**src/rtl/pipelined_addsub.sv**
```systemverilog
// rtl/pipelined_addsub.sv - pipelined add/subtract unit with carry-chain slicing and valid/ready flow control
module pipelined_addsub #(
    parameter int WIDTH  = 8,
    parameter int STAGES = 2
) (
    input  logic             clk,
    input  logic             reset,
    input  logic             in_valid,
    output logic             in_ready,
    input  logic [WIDTH-1:0] a,
    input  logic [WIDTH-1:0] b,
    input  logic             cin,
    input  logic             sub,
    input  logic             signed_mode,
    output logic             out_valid,
    input  logic             out_ready,
    output logic [WIDTH-1:0] sum,
    output logic             cout,
    output logic             ovf
);

    localparam int SL = WIDTH / STAGES;

    // Whole pipeline moves together: it only holds when a result is waiting unconsumed.
    logic advance;

    // Values presented to stage k (index 0 = module inputs, index STAGES = output registers).
    logic [WIDTH-1:0] st_a   [STAGES];
    logic [WIDTH-1:0] st_b   [STAGES];
    logic [WIDTH-1:0] st_s   [STAGES+1];
    logic             st_c   [STAGES+1];
    logic             st_cm  [STAGES+1];
    logic             st_v   [STAGES+1];
    logic             st_sub [STAGES+1];
    logic             st_sm  [STAGES+1];

    // Subtraction is folded into the operands up front: A + ~B + ~borrow.
    assign st_a[0]   = a;
    assign st_b[0]   = sub ? ~b : b;
    assign st_s[0]   = '0;
    assign st_c[0]   = sub ? ~cin : cin;
    assign st_cm[0]  = 1'b0;
    assign st_v[0]   = in_valid;
    assign st_sub[0] = sub;
    assign st_sm[0]  = signed_mode;

    genvar k;
    generate
        for (k = 0; k < STAGES; k++) begin : g_stage
            logic [WIDTH-1:0] sum_d, sum_q;
            logic             carry_d, carry_q;
            logic             cmsb_d, cmsb_q;
            logic             valid_d, valid_q;
            logic             sub_d, sub_q;
            logic             sm_d, sm_q;

            // Ripple slice k on top of the partial sum from the previous stage; capture carry into MSB.
            always_comb begin
                logic c;
                logic ai;
                logic bi;
                c       = 1'b0;
                ai      = 1'b0;
                bi      = 1'b0;
                sum_d   = sum_q;
                carry_d = carry_q;
                cmsb_d  = cmsb_q;
                valid_d = valid_q;
                sub_d   = sub_q;
                sm_d    = sm_q;
                if (advance) begin
                    c      = st_c[k];
                    sum_d  = st_s[k];
                    cmsb_d = st_cm[k];
                    for (int j = 0; j < SL; j++) begin
                        ai = st_a[k][k*SL+j];
                        bi = st_b[k][k*SL+j];
                        if (k*SL+j == WIDTH-1) begin
                            cmsb_d = c;
                        end
                        sum_d[k*SL+j] = ai ^ bi ^ c;
                        c = (ai & bi) | (ai & c) | (bi & c);
                    end
                    carry_d = c;
                    valid_d = st_v[k];
                    sub_d   = st_sub[k];
                    sm_d    = st_sm[k];
                end
            end

            // Stage register; reset discards any in-flight operation.
            always_ff @(posedge clk) begin
                if (reset) begin
                    sum_q   <= '0;
                    carry_q <= 1'b0;
                    cmsb_q  <= 1'b0;
                    valid_q <= 1'b0;
                    sub_q   <= 1'b0;
                    sm_q    <= 1'b0;
                end else begin
                    sum_q   <= sum_d;
                    carry_q <= carry_d;
                    cmsb_q  <= cmsb_d;
                    valid_q <= valid_d;
                    sub_q   <= sub_d;
                    sm_q    <= sm_d;
                end
            end

            assign st_s[k+1]   = sum_q;
            assign st_c[k+1]   = carry_q;
            assign st_cm[k+1]  = cmsb_q;
            assign st_v[k+1]   = valid_q;
            assign st_sub[k+1] = sub_q;
            assign st_sm[k+1]  = sm_q;

            if (k < STAGES-1) begin : g_ops
                logic [WIDTH-1:0] a_d, a_q;
                logic [WIDTH-1:0] b_d, b_q;

                // Skew the remaining operand bits so later slices see the same op.
                always_comb begin
                    a_d = a_q;
                    b_d = b_q;
                    if (advance) begin
                        a_d = st_a[k];
                        b_d = st_b[k];
                    end
                end

                // Operand skew registers.
                always_ff @(posedge clk) begin
                    if (reset) begin
                        a_q <= '0;
                        b_q <= '0;
                    end else begin
                        a_q <= a_d;
                        b_q <= b_d;
                    end
                end

                assign st_a[k+1] = a_q;
                assign st_b[k+1] = b_q;
            end
        end
    endgenerate

    assign out_valid = st_v[STAGES];
    assign sum       = st_s[STAGES];
    assign cout      = st_c[STAGES];
    assign ovf       = st_sm[STAGES] ? (st_cm[STAGES] ^ st_c[STAGES])
                                     : (st_sub[STAGES] ? ~st_c[STAGES] : st_c[STAGES]);
    assign advance   = ~out_valid | out_ready;
    assign in_ready  = advance;

endmodule
```
**config.mk**
```make
export PLATFORM = sky130hd
export DESIGN_NAME = pipelined_addsub
export DESIGN_NICKNAME = d
export VERILOG_FILES = /design/src/rtl/pipelined_addsub.sv
export SDC_FILE = /design/constraint.sdc
export NUM_CORES = 1
export LEC_CHECK = 0
export BUFFER_PORTS_ARGS = -buffer_cell sky130_fd_sc_hd__buf_2
export CORE_MARGIN = 2
export CORE_UTILIZATION = 30
export CTS_CLUSTER_DIAMETER = 150
export CTS_CLUSTER_SIZE = 24
export DETAILED_ROUTE_END_ITERATION = 16
export HOLD_SLACK_MARGIN = 0.05
export PLACE_DENSITY = 0.54
export SLEW_MARGIN = 10
export SYNTH_ARGS = -nofsm -noshare
export SYNTH_HDL_FRONTEND = slang
export SYNTH_SLANG_ARGS = --single-unit
```
**constraint.sdc**
```tcl
create_clock -name clk -period 3.15 [get_ports clk]
set_clock_uncertainty 0.05 [all_clocks]
set_input_delay 0.315 -clock clk [delete_from_list [all_inputs] [get_ports clk]]
set_output_delay 0.315 -clock clk [all_outputs]
set_load 0.05 [all_outputs]
```
==> impl_metrics.py, run 1 <==
metrics = {
    "status": {
        "outcome": "complete, no violations",
    },
    "clock_tree": {
        "cts_tree": "yes",
        "cts-resized-gates": 0,
        "clk_latency_ns": 0.27,
        "clock-root-buffer": "clkbuf_8",
        "clk_pin_slew_ns": 0.06,
        "clock_sinks": 29,
        "ctsHtreeMaxLevel": 2,
        "post_cts_buffers": 0,
        "cts_made_buffers": 5,
        "clock_path_buffers": 2,
        "hold_buffers": 0,
    },
    "placement": {
        "hpwl_um": 1760,
        "place_congestion": 0.696,
        "numPortBuffers": 34,
        "dp_cells": 224,
    },
    "setup_path": {
        "cp_cell_sequence": "buf_2, xor2_1, fa_1, inv_1, fa_1, fa_1, inv_1, fa_1, nand2_1, a21oi_1",
        "worstSetupPathType": "in -> reg",
        "worstPathArrival_ns": 2.38,
        "critPathLaunchType": "primary input",
        "worst_path_max_delay_cell": "fa_1",
        "worstPathRequired_ns": 3.23,
        "cp_max_fo": 10,
        "cp-end-kind": "register",
        "path_common_cell": "fa_1",
        "critPathMaxStageDelay_ns": 0.40,
    },
    "synth": {
        "ys_seq_area_share_pct": 42.1,
        "ys_seq_elements": 29,
        "yosysWarnings": 0,
        "synthesis.area_um2": 1380,
        "synth.distinct_cells": 18,
        "syn-num-nets": 179,
        "syn_avg_cell_area_um2": 9.32,
        "syn_inst": 148,
    },
    "sta": {
        "drv_slew": 0,
        "fin_tns_setup_ns": 0,
        "slew_headroom_pct": 56.9,
        "whs_ns": 0.232,
        "fmax_mhz": 435,
        "final.min_clock_period_ns": 2.30,
        "hold_viol_final": 0,
        "rsz0062_at_grt": "false",
        "setup_viol": 0,
        "worst_pin_slew_ns": 0.645,
        "fin_crit_sh_pct": 73.0,
    },
    "grt": {
        "grt_pass1_wl_um": 4420,
        "grt_pass1_vias": 1010,
        "antenna_found_initial": 0,
        "grt_max_degree": 35,
        "grt_overflow_total": 0,
        "grt_util_all_layers_pct": 11.3,
    },
    "power_and_ir_drop": {
        "p_per_area_nw_per_um2": 569,
        "p_leak_nw": 0.715,
        "power_uw": 919,
        "vdd_drop_max_mv": 0.178,
    },
    "worst_hold_path": {
        "hold_path_class": "in -> reg",
    },
    "die": {
        "core_um2": 4380,
        "fp-row-count": 24,
        "die_y_um": 71.8,
        "dieArea_um2": 5150,
        "die_w_um": 71.8,
        "initial_core_util_pct": 31.4,
        "io_pins": 35,
    },
    "cells_and_area": {
        "drive_above_1_share_pct": 29.1,
        "diodes": 0,
        "syn_to_final_growth_pct": 17.2,
        "nets": 210,
        "nFillCells": 457,
        "final_cells": 231,
    },
    "routing": {
        "drtIter0Drc": 24,
        "ant_nets": 0,
        "wl_per_cell_um": 11.0,
        "vias": 1010,
        "drc": 0,
        "routed_wl_um": 2530,
        "dr.pass1.iters": 4,
        "via_per_inst": 4.37,
    },
    "run": {
        "cap_violations": 0,
    },
}
-- registers in the layout, indices dropped and copies added (netlist names) --
name               cells
cout                   1
g_stage.carry_q        1
g_stage.cmsb_q         1
g_stage.g_ops.a_q      4
g_stage.g_ops.b_q      4
g_stage.sm_q           2
g_stage.sub_q          2
g_stage.sum_q          4
g_stage.valid_q        1
out_valid              1
sum                    8
-- final cells by class --
type	count	area [um^2]	share of cell area (%)
clock buffers	7	86.3	5.34
multi-input cells	97	661	40.9
repair buffers	34	170	10.5
inverters	12	52.6	3.25
flip-flops and latches	29	581	35.9
well taps	52	65.1	4.03
-- per-stage QoR --
step | instance area [um^2] | util [%] | worst slack (ns)
global placement | 1530 | 34.9 | 0.587
CTS | 1620 | 36.8 | 0.851
floorplan | 1380 | - | 0.826
detailed placement | 1530 | 34.9 | 0.568
finish | 1620 | 36.8 | 0.851
global route | 1620 | 36.8 | 0.731
-- routing by layer --
metal  vias to the layer above  GRT usage [%]  share of wire (%)
met5                         -              0                  0
li1                        524              -                  -
met2                        29           17.2                 44
met3                         4           5.06                7.1
met1                       453           13.7                 47
met4                         0           5.03                1.1
-- cells in the final DEF (no fill, tap or decap), drive strengths merged --
cell type	netlist	layout
a21oi	19	19
inv	12	12
clkbuf	1	7
mux2i	1	1
fa	8	8
a211oi	9	9
xnor2	5	5
nor2	11	11
xor2	5	5
nand2	38	38
nor2b	1	1
dfxtp	29	29
buf	9	34
-- cells in the mapped netlist --
master,n,area share (%)
buf_6,5,4.1
nand2_1,38,10
a211oi_1,2,1.1
xnor2_1,5,3.2
mux2i_1,1,0.73
clkbuf_1,1,0.27
buf_4,2,1.1
fa_1,8,12
a21oi_1,19,6.9
nor2_2,3,1.4
buf_2,2,0.73
xor2_1,5,3.2
inv_8,1,0.82
nor2_1,8,2.2
a211oi_2,7,6.4
dfxtp_1,29,42
inv_1,11,3.0
nor2b_4,1,1.0
-- critical path: cells and delay by family --
kind	cells	cell delay, ns
AOI/OAI and AO/OA	1	0.06
xor gates and xnor gates	1	0.23
adders and majority gates	4	1.34
buffers and inverters	3	0.37
and+or+nand+nor	1	0.07
-- power breakdown --
part	switching, mW	internal [mW]	leakage [nW]	total (mW)
Combinational	0.129	0.0699	0.430	0.199
Sequential	0.0177	0.404	0.240	0.422
Clock	0.126	0.173	0.0443	0.299
Total	0.273	0.647	0.715	0.919
-- cells by family after synthesis --
logic type | count (synthesis) | share of synthesized area (%)
AND/OR/NAND/NOR | 50 | 14.9
flip-flops | 29 | 42.1
AO/OA/AOI/OAI | 28 | 14.3
buffers and inverters | 22 | 9.98
XOR/XNOR | 10 | 6.35
adder cells (fa/ha/maj) | 8 | 11.6
multiplexers | 1 | 0.726
-- path summary, 6_finish.rpt --
kind,startpoint,end,slack (ns),cells after the start
worst max-delay path,sub,g_stage[0].sum_q[3],0.85,10
worst min-delay path,a[7],g_stage[0].g_ops.a_q[7],0.23,3
worst max register to register,g_stage[0].carry_q,sum[7],0.95,8
worst min register to register,sum[5],sum[5],0.40,2
Note: power is estimated with default switching activity, not from simulation.
==> inputs of run 2 (changes only) <==
--- a/config.mk
+++ b/config.mk
@@ -5,6 +5,7 @@
 export SDC_FILE = /design/constraint.sdc
 export NUM_CORES = 1
 export LEC_CHECK = 0
+export ABC_AREA = 1
 export BUFFER_PORTS_ARGS = -buffer_cell sky130_fd_sc_hd__buf_2
 export CORE_MARGIN = 2
 export CORE_UTILIZATION = 30
@@ -12,7 +13,7 @@
 export CTS_CLUSTER_SIZE = 24
 export DETAILED_ROUTE_END_ITERATION = 16
 export HOLD_SLACK_MARGIN = 0.05
-export PLACE_DENSITY = 0.54
+export PLACE_DENSITY = 0.55
 export SLEW_MARGIN = 10
 export SYNTH_ARGS = -nofsm -noshare
 export SYNTH_HDL_FRONTEND = slang
==> constraint.sdc (replaced) <==
create_clock -name clk -period 1.86 [get_ports clk]
set_clock_uncertainty 0.05 [all_clocks]
set_input_delay 0.186 -clock clk [delete_from_list [all_inputs] [get_ports clk]]
set_output_delay 0.186 -clock clk [all_outputs]
set_load 0.05 [all_outputs]
==> impl_metrics.py, run 2 <==
metrics = {
    "synth": {
        "muxShareOfSynthArea_pct": 0,
        "async_reset_ff_share_pct": 0,
        "ys_seq_area_share_pct": 39.4,
        "ys_seq_elements": 29,
        "synthAdderAreaFrac_pct": 10.9,
        "syn_avg_cell_area_um2": 7.68,
        "synth.top_cell.area_share_pct": 39.4,
        "synth_ff_type": "dfxtp_1",
        "yosysWarnings": 0,
        "synthesis.area_um2": 1470,
        "synthTopCellsByArea": "dfxtp_1, nor2_1, fa_1",
        "synth-compound-area-share_pct": 9.51,
        "synth_xor_area_share_pct": 2.97,
        "synth_most_common_cell": "nor2_1",
        "syn_inst": 192,
        "synth_edf_count": 0,
        "synth.distinct_cells": 18,
        "yosysTopAreaCell": "dfxtp_1",
        "synth_top_family_by_area": "simple AND/OR/NAND/NOR gates",
        "synth_simple_gate_area_share_pct": 26.1,
        "ys_top_cells_by_count": "nor2_1, nand2_1, dfxtp_1",
        "syn-num-nets": 223,
    },
    "cells_and_area": {
        "syn_to_final_growth_pct": 29.7,
        "final_common_cell": "nor2_1",
        "largest_reg_flops": 8,
        "nets": 265,
        "nFillCells": 497,
        "diodes": 0,
        "final_cell_mix": "nor2_1, nand2_1, buf_2",
        "final_cells": 302,
        "drive_above_1_share_pct": 30.2,
    },
    "routing": {
        "via_per_inst": 3.98,
        "ant_nets": 0,
        "dr.pass1.iters": 4,
        "routed_wl_um": 3020,
        "drc": 0,
        "drtIter0Drc": 38,
        "vias": 1203,
        "wl_per_cell_um": 10.0,
    },
    "status": {
        "outcome": "finished, violations left",
        "violations": "setup timing",
    },
    "setup_path": {
        "critPathLaunchType": "register",
        "cp-end-kind": "register",
        "worstSetupPathType": "reg -> reg",
        "worstPathArrival_ns": 2.22,
        "worstPathRequired_ns": 2.02,
        "cp_max_fo": 2,
    },
    "sta": {
        "drv_slew": 0,
        "worst_pin_slew_ns": 0.329,
        "layout_setup_ws_ns": -0.197,
        "rsz0062_at_grt": "true",
        "setup_viol": 3,
        "slew_headroom_pct": 77.9,
        "final.min_clock_period_ns": 2.06,
        "fin_crit_sh_pct": 111,
        "fmax_mhz": 486,
        "hold_viol_final": 0,
    },
    "grt": {
        "grt_pass1_wl_um": 5120,
        "grt_util_all_layers_pct": 11.9,
        "antenna_found_initial": 0,
        "grt_max_degree": 27,
        "grt_overflow_total": 0,
        "grt_pass1_vias": 1164,
    },
    "power_and_ir_drop": {
        "p_leak_nw": 0.921,
        "p_per_area_nw_per_um2": 893,
        "power_mw": 1.71,
        "vdd_drop_max_mv": 0.303,
    },
    "clock_tree": {
        "clk_pin_slew_ns": 0.06,
        "cts_made_buffers": 5,
        "cts_tree": "yes",
        "clk_latency_ns": 0.27,
        "clock_path_buffers": 2,
        "clock-root-buffer": "clkbuf_8",
        "clock_sinks": 29,
        "ctsHtreeMaxLevel": 2,
    },
    "die": {
        "dieArea_um2": 5490,
        "io_pins": 35,
        "core_um2": 4720,
        "die_y_um": 74.1,
        "fp-row-count": 25,
        "die_w_um": 74.1,
        "initial_core_util_pct": 31.2,
    },
    "run": {
        "cap_violations": 0,
    },
    "placement": {
        "place_congestion": 0.716,
        "numPortBuffers": 34,
        "dp_cells": 292,
        "hpwl_um": 2200,
    },
    "worst_hold_path": {
        "hold_path_class": "in -> reg",
    },
}
## run 2: cell types whose count changed after synthesis, moves of 3 or more
| cell | change |
|---|---|
| a21oi_1 | -18 |
| xnor2_1 | -3 |
| a211oi_2 | -7 |
| inv_1 | +14 |
| o21bai_1 | +18 |
| nand3_1 | +3 |
| nor2_1 | +46 |
| nand2_1 | -4 |
## run 2: final cells by class
type / instances / area, um^2 / area share, %
multi-input cells: 128 / 769 / 40.2
clock buffers: 7 / 96.3 / 5.04
inverters: 27 / 101 / 5.30
flip-flops and latches: 29 / 582 / 30.4
clock inverters: 1 / 5.00 / 0.262
repair buffers: 43 / 274 / 14.3
well taps: 67 / 83.8 / 4.38
## run 2: worst max-delay path: stages, from the launching register on
cell and delay [ns]:
dfxtp_1 0.31, inv_2 0.07, fa_2 0.20, inv_2 0.04
fa_2 0.35, fa_2 0.36, inv_2 0.06, fa_1 0.39
inv_1 0.06, nor2_1 0.03, nor2_1 0.08
## run 2: through the flow
stage | utilization, % | TNS [ns] | hold slack, ns | setup WS [ns] | cell area, um^2
finish | 40.5 | -0.247 | 0.0845 | -0.197 | 1910
detailed placement | 37.1 | -0.997 | 0.362 | -0.377 | 1750
global placement | 37.1 | -0.922 | 0.361 | -0.356 | 1750
global route | 40.5 | -0.584 | 0.0918 | -0.321 | 1910
CTS | 40.2 | -0.326 | 0.0803 | -0.246 | 1900
floorplan | - | -0.468 | 0.271 | -0.242 | 1510
## run 2: cells by family after synthesis
| logic type | after synthesis |
|---|---|
| flip-flops | 29 |
| buffers and inverters | 35 |
| AO/OA/AOI/OAI | 19 |
| AND/OR/NAND/NOR | 96 |
| XOR/XNOR | 5 |
| adder cells (fa/ha/maj) | 8 |
## run 2: worst paths after layout
| check | startpoint | end | slack, ns | depth (start not counted) |
|---|---|---|---|---|
| max | g_stage[0].g_ops.b_q[4] | sum[7] | -0.20 | 10 |
| max reg2reg | g_stage[0].g_ops.b_q[4] | sum[7] | -0.20 | 10 |
| min | signed_mode | g_stage[0].sm_q | 0.08 | 3 |
| min reg2reg | g_stage[0].valid_q | out_valid | 0.42 | 2 |
## run 2: metal layers
layer / up-vias / GRT usage [%] / wire [um]
met2: 21 / 19.9 / 1340
met4: 0 / 4.24 / 44
met1: 523 / 15.2 / 1540
met3: 5 / 2.57 / 96
met5: - / 0 / 0
li1: 654 / - / -
## run 2: repair_timing
action	CTS	global route
resized for setup	13	2
setup buffers	2	0
hold buffers	0	0
pin swaps	9	2
endpoints found under the setup margin	3	3
## run 2: power breakdown
| group | internal [mW] | total [mW] | switching, mW |
|---|---|---|---|
| registers | 0.688 | 0.722 | 0.0346 |
| logic | 0.160 | 0.421 | 0.261 |
| clock network | 0.334 | 0.565 | 0.231 |
| total | 1.18 | 1.71 | 0.527 |
==> inputs of run 3 (changes only) <==
--- a/config.mk
+++ b/config.mk
@@ -7,7 +7,6 @@
 export LEC_CHECK = 0
 export ABC_AREA = 1
 export BUFFER_PORTS_ARGS = -buffer_cell sky130_fd_sc_hd__buf_2
-export CORE_MARGIN = 2
 export CORE_UTILIZATION = 30
 export CTS_CLUSTER_DIAMETER = 150
 export CTS_CLUSTER_SIZE = 24
==> impl_metrics.py, run 3 (synthesized netlist as in run 2, its figures left out) <==
metrics = {
    "sta": {
        "setup_viol": 2,
        "whs_ns": 0.0811,
        "drv_slew": 0,
        "fmax_mhz": 479,
        "rsz0062_at_grt": "true",
        "final.min_clock_period_ns": 2.09,
        "worst_pin_slew_ns": 0.481,
        "slew_headroom_pct": 67.8,
        "hold_viol_final": 0,
        "fin_crit_sh_pct": 112,
        "layout_setup_ws_ns": -0.228,
    },
    "status": {
        "violations": "setup timing",
        "outcome": "finished, violations left",
    },
    "power_and_ir_drop": {
        "clkPwrFrac_pct": 30.9,
        "internal_power_mw": 1.10,
        "p_per_area_nw_per_um2": 875,
        "switchingPower_uw": 540,
        "combPwrFrac_pct": 25.4,
        "power_mw": 1.64,
        "vdd_drop_max_mv": 0.370,
        "p_leak_nw": 0.910,
        "switching_share_pct": 32.9,
        "seqPwrFrac_pct": 43.8,
    },
    "clock_tree": {
        "clk_latency_ns": 0.28,
        "clock_path_buffers": 2,
        "cts_made_buffers": 5,
        "ctsHtreeMaxLevel": 2,
        "clk_pin_slew_ns": 0.07,
        "clock_sinks": 29,
        "clock-root-buffer": "clkbuf_8",
        "cts_tree": "yes",
    },
    "setup_path": {
        "critPathLaunch": "g_stage[0].g_ops.b_q[4]",
        "critPathLaunchType": "register",
        "worstSetupPathType": "reg -> reg",
        "cp-end-kind": "register",
        "reg2regPathDepth": 10,
        "worstPathArrival_ns": 2.25,
        "crit_path_end": "sum[7]",
        "worstPathRequired_ns": 2.03,
        "worstReg2RegStart": "g_stage[0].g_ops.b_q[4]",
        "cp_max_fo": 2,
        "r2r_end": "sum[7]",
        "reg2reg_slack_ns": -0.23,
    },
    "cells_and_area": {
        "fin_util_pct": 39.7,
        "largest_reg_flops": 8,
        "nFillCells": 506,
        "final_cell_mix": "nor2_1, nand2_1, buf_2",
        "drive_above_1_share_pct": 31.4,
        "final_cells": 303,
        "diodes": 0,
        "final_common_cell": "nor2_1",
        "nets": 266,
        "syn_to_final_growth_pct": 27.3,
    },
    "routing": {
        "drc": 0,
        "via_per_inst": 3.99,
        "drtIter0Drc": 32,
        "ant_nets": 0,
        "dr.pass1.iters": 3,
        "vias": 1208,
        "wl_per_cell_um": 9.52,
        "routed_wl_um": 2880,
    },
    "grt": {
        "grt_overflow_total": 0,
        "grt_pass1_wl_um": 4960,
        "grt_pass1_vias": 1094,
        "grt_util_all_layers_pct": 12.4,
        "antenna_found_initial": 0,
        "grt_max_degree": 35,
    },
    "placement": {
        "place_congestion": 0.762,
        "dp_cells": 293,
        "hpwl_um": 2030,
        "numPortBuffers": 34,
        "place_ws_ns": -0.372,
    },
    "die": {
        "die_w_um": 72.1,
        "io_pins": 35,
        "fp-row-count": 25,
        "initial_core_util_pct": 31.2,
        "core_um2": 4720,
        "dieArea_um2": 5200,
        "die_y_um": 72.1,
    },
    "worst_hold_path": {
        "hold_path_class": "in -> reg",
    },
    "run": {
        "cap_violations": 0,
    },
}
## run 3: cell count changes in the layout (fill, tap and decap cells not counted), sizes merged
cell      change
clkinv        +1
buf           +1
clkbuf        -2
clkinvlp      +1
## run 3: critical path, stage by stage (launching register included)
cell and delay, ns:
dfxtp_2 0.32, inv_2 0.06, fa_2 0.20, inv_2 0.04, fa_2 0.33, fa_2 0.37
inv_2 0.06, fa_1 0.40, inv_1 0.07, nor2_2 0.04, nor2_1 0.10
## run 3: stage by stage
stage	area (um^2)	TNS [ns]
finish	1880	-0.233
global route	1880	-0.438
CTS	1860	-0.309
detailed placement	1750	-1.04
global placement	1750	-0.959
floorplan	1510	-0.468
## run 3: layout make-up
cell class / instances / area (um^2) / area share [%]
Sequential cell: 29 / 583 / 31.1
Clock inverter: 3 / 17.5 / 0.933
Inverter: 27 / 101 / 5.40
Timing Repair Buffer: 44 / 262 / 13.9
Tap cell: 67 / 83.8 / 4.47
Clock buffer: 5 / 68.8 / 3.67
Multi-Input combinational cell: 128 / 761 / 40.5
## run 3: how the worst min path moves through the flow
| stage | startpoint | end | depth (start not counted) |
|---|---|---|---|
| finish | a[6] | g_stage[0].g_ops.a_q[6] | 3 |
| global route | signed_mode | g_stage[0].sm_q | 3 |
| CTS | signed_mode | g_stage[0].sm_q | 3 |
| detailed placement | a[7] | g_stage[0].g_ops.a_q[7] | 3 |
| global placement | signed_mode | g_stage[0].sm_q | 3 |
| floorplan | a[6] | g_stage[0].g_ops.a_q[6] | 2 |
## run 3: timing repair
item	CTS	global route
hold buffers	0	0
endpoints found under the setup margin	3	4
buffers inserted	1	1
resized for setup	8	6
pin swaps	8	4
## run 3: power by group through the flow
stage / registers, mW / clock network [mW] / logic [mW]
after floorplan: 0.818 / 0 / 0.221
after global placement: 0.731 / 0 / 0.406
after detailed placement: 0.731 / 0 / 0.407
after CTS: 0.718 / 0.521 / 0.417
after global routing: 0.727 / 0.552 / 0.474
final: 0.719 / 0.507 / 0.417
## run 3: metal layers
layer | GRT usage, % | part of all wire (%)
met5 | 0 | 0
met4 | 5.66 | 0.83
met3 | 3.89 | 3.8
met2 | 19.5 | 45
met1 | 15.7 | 50
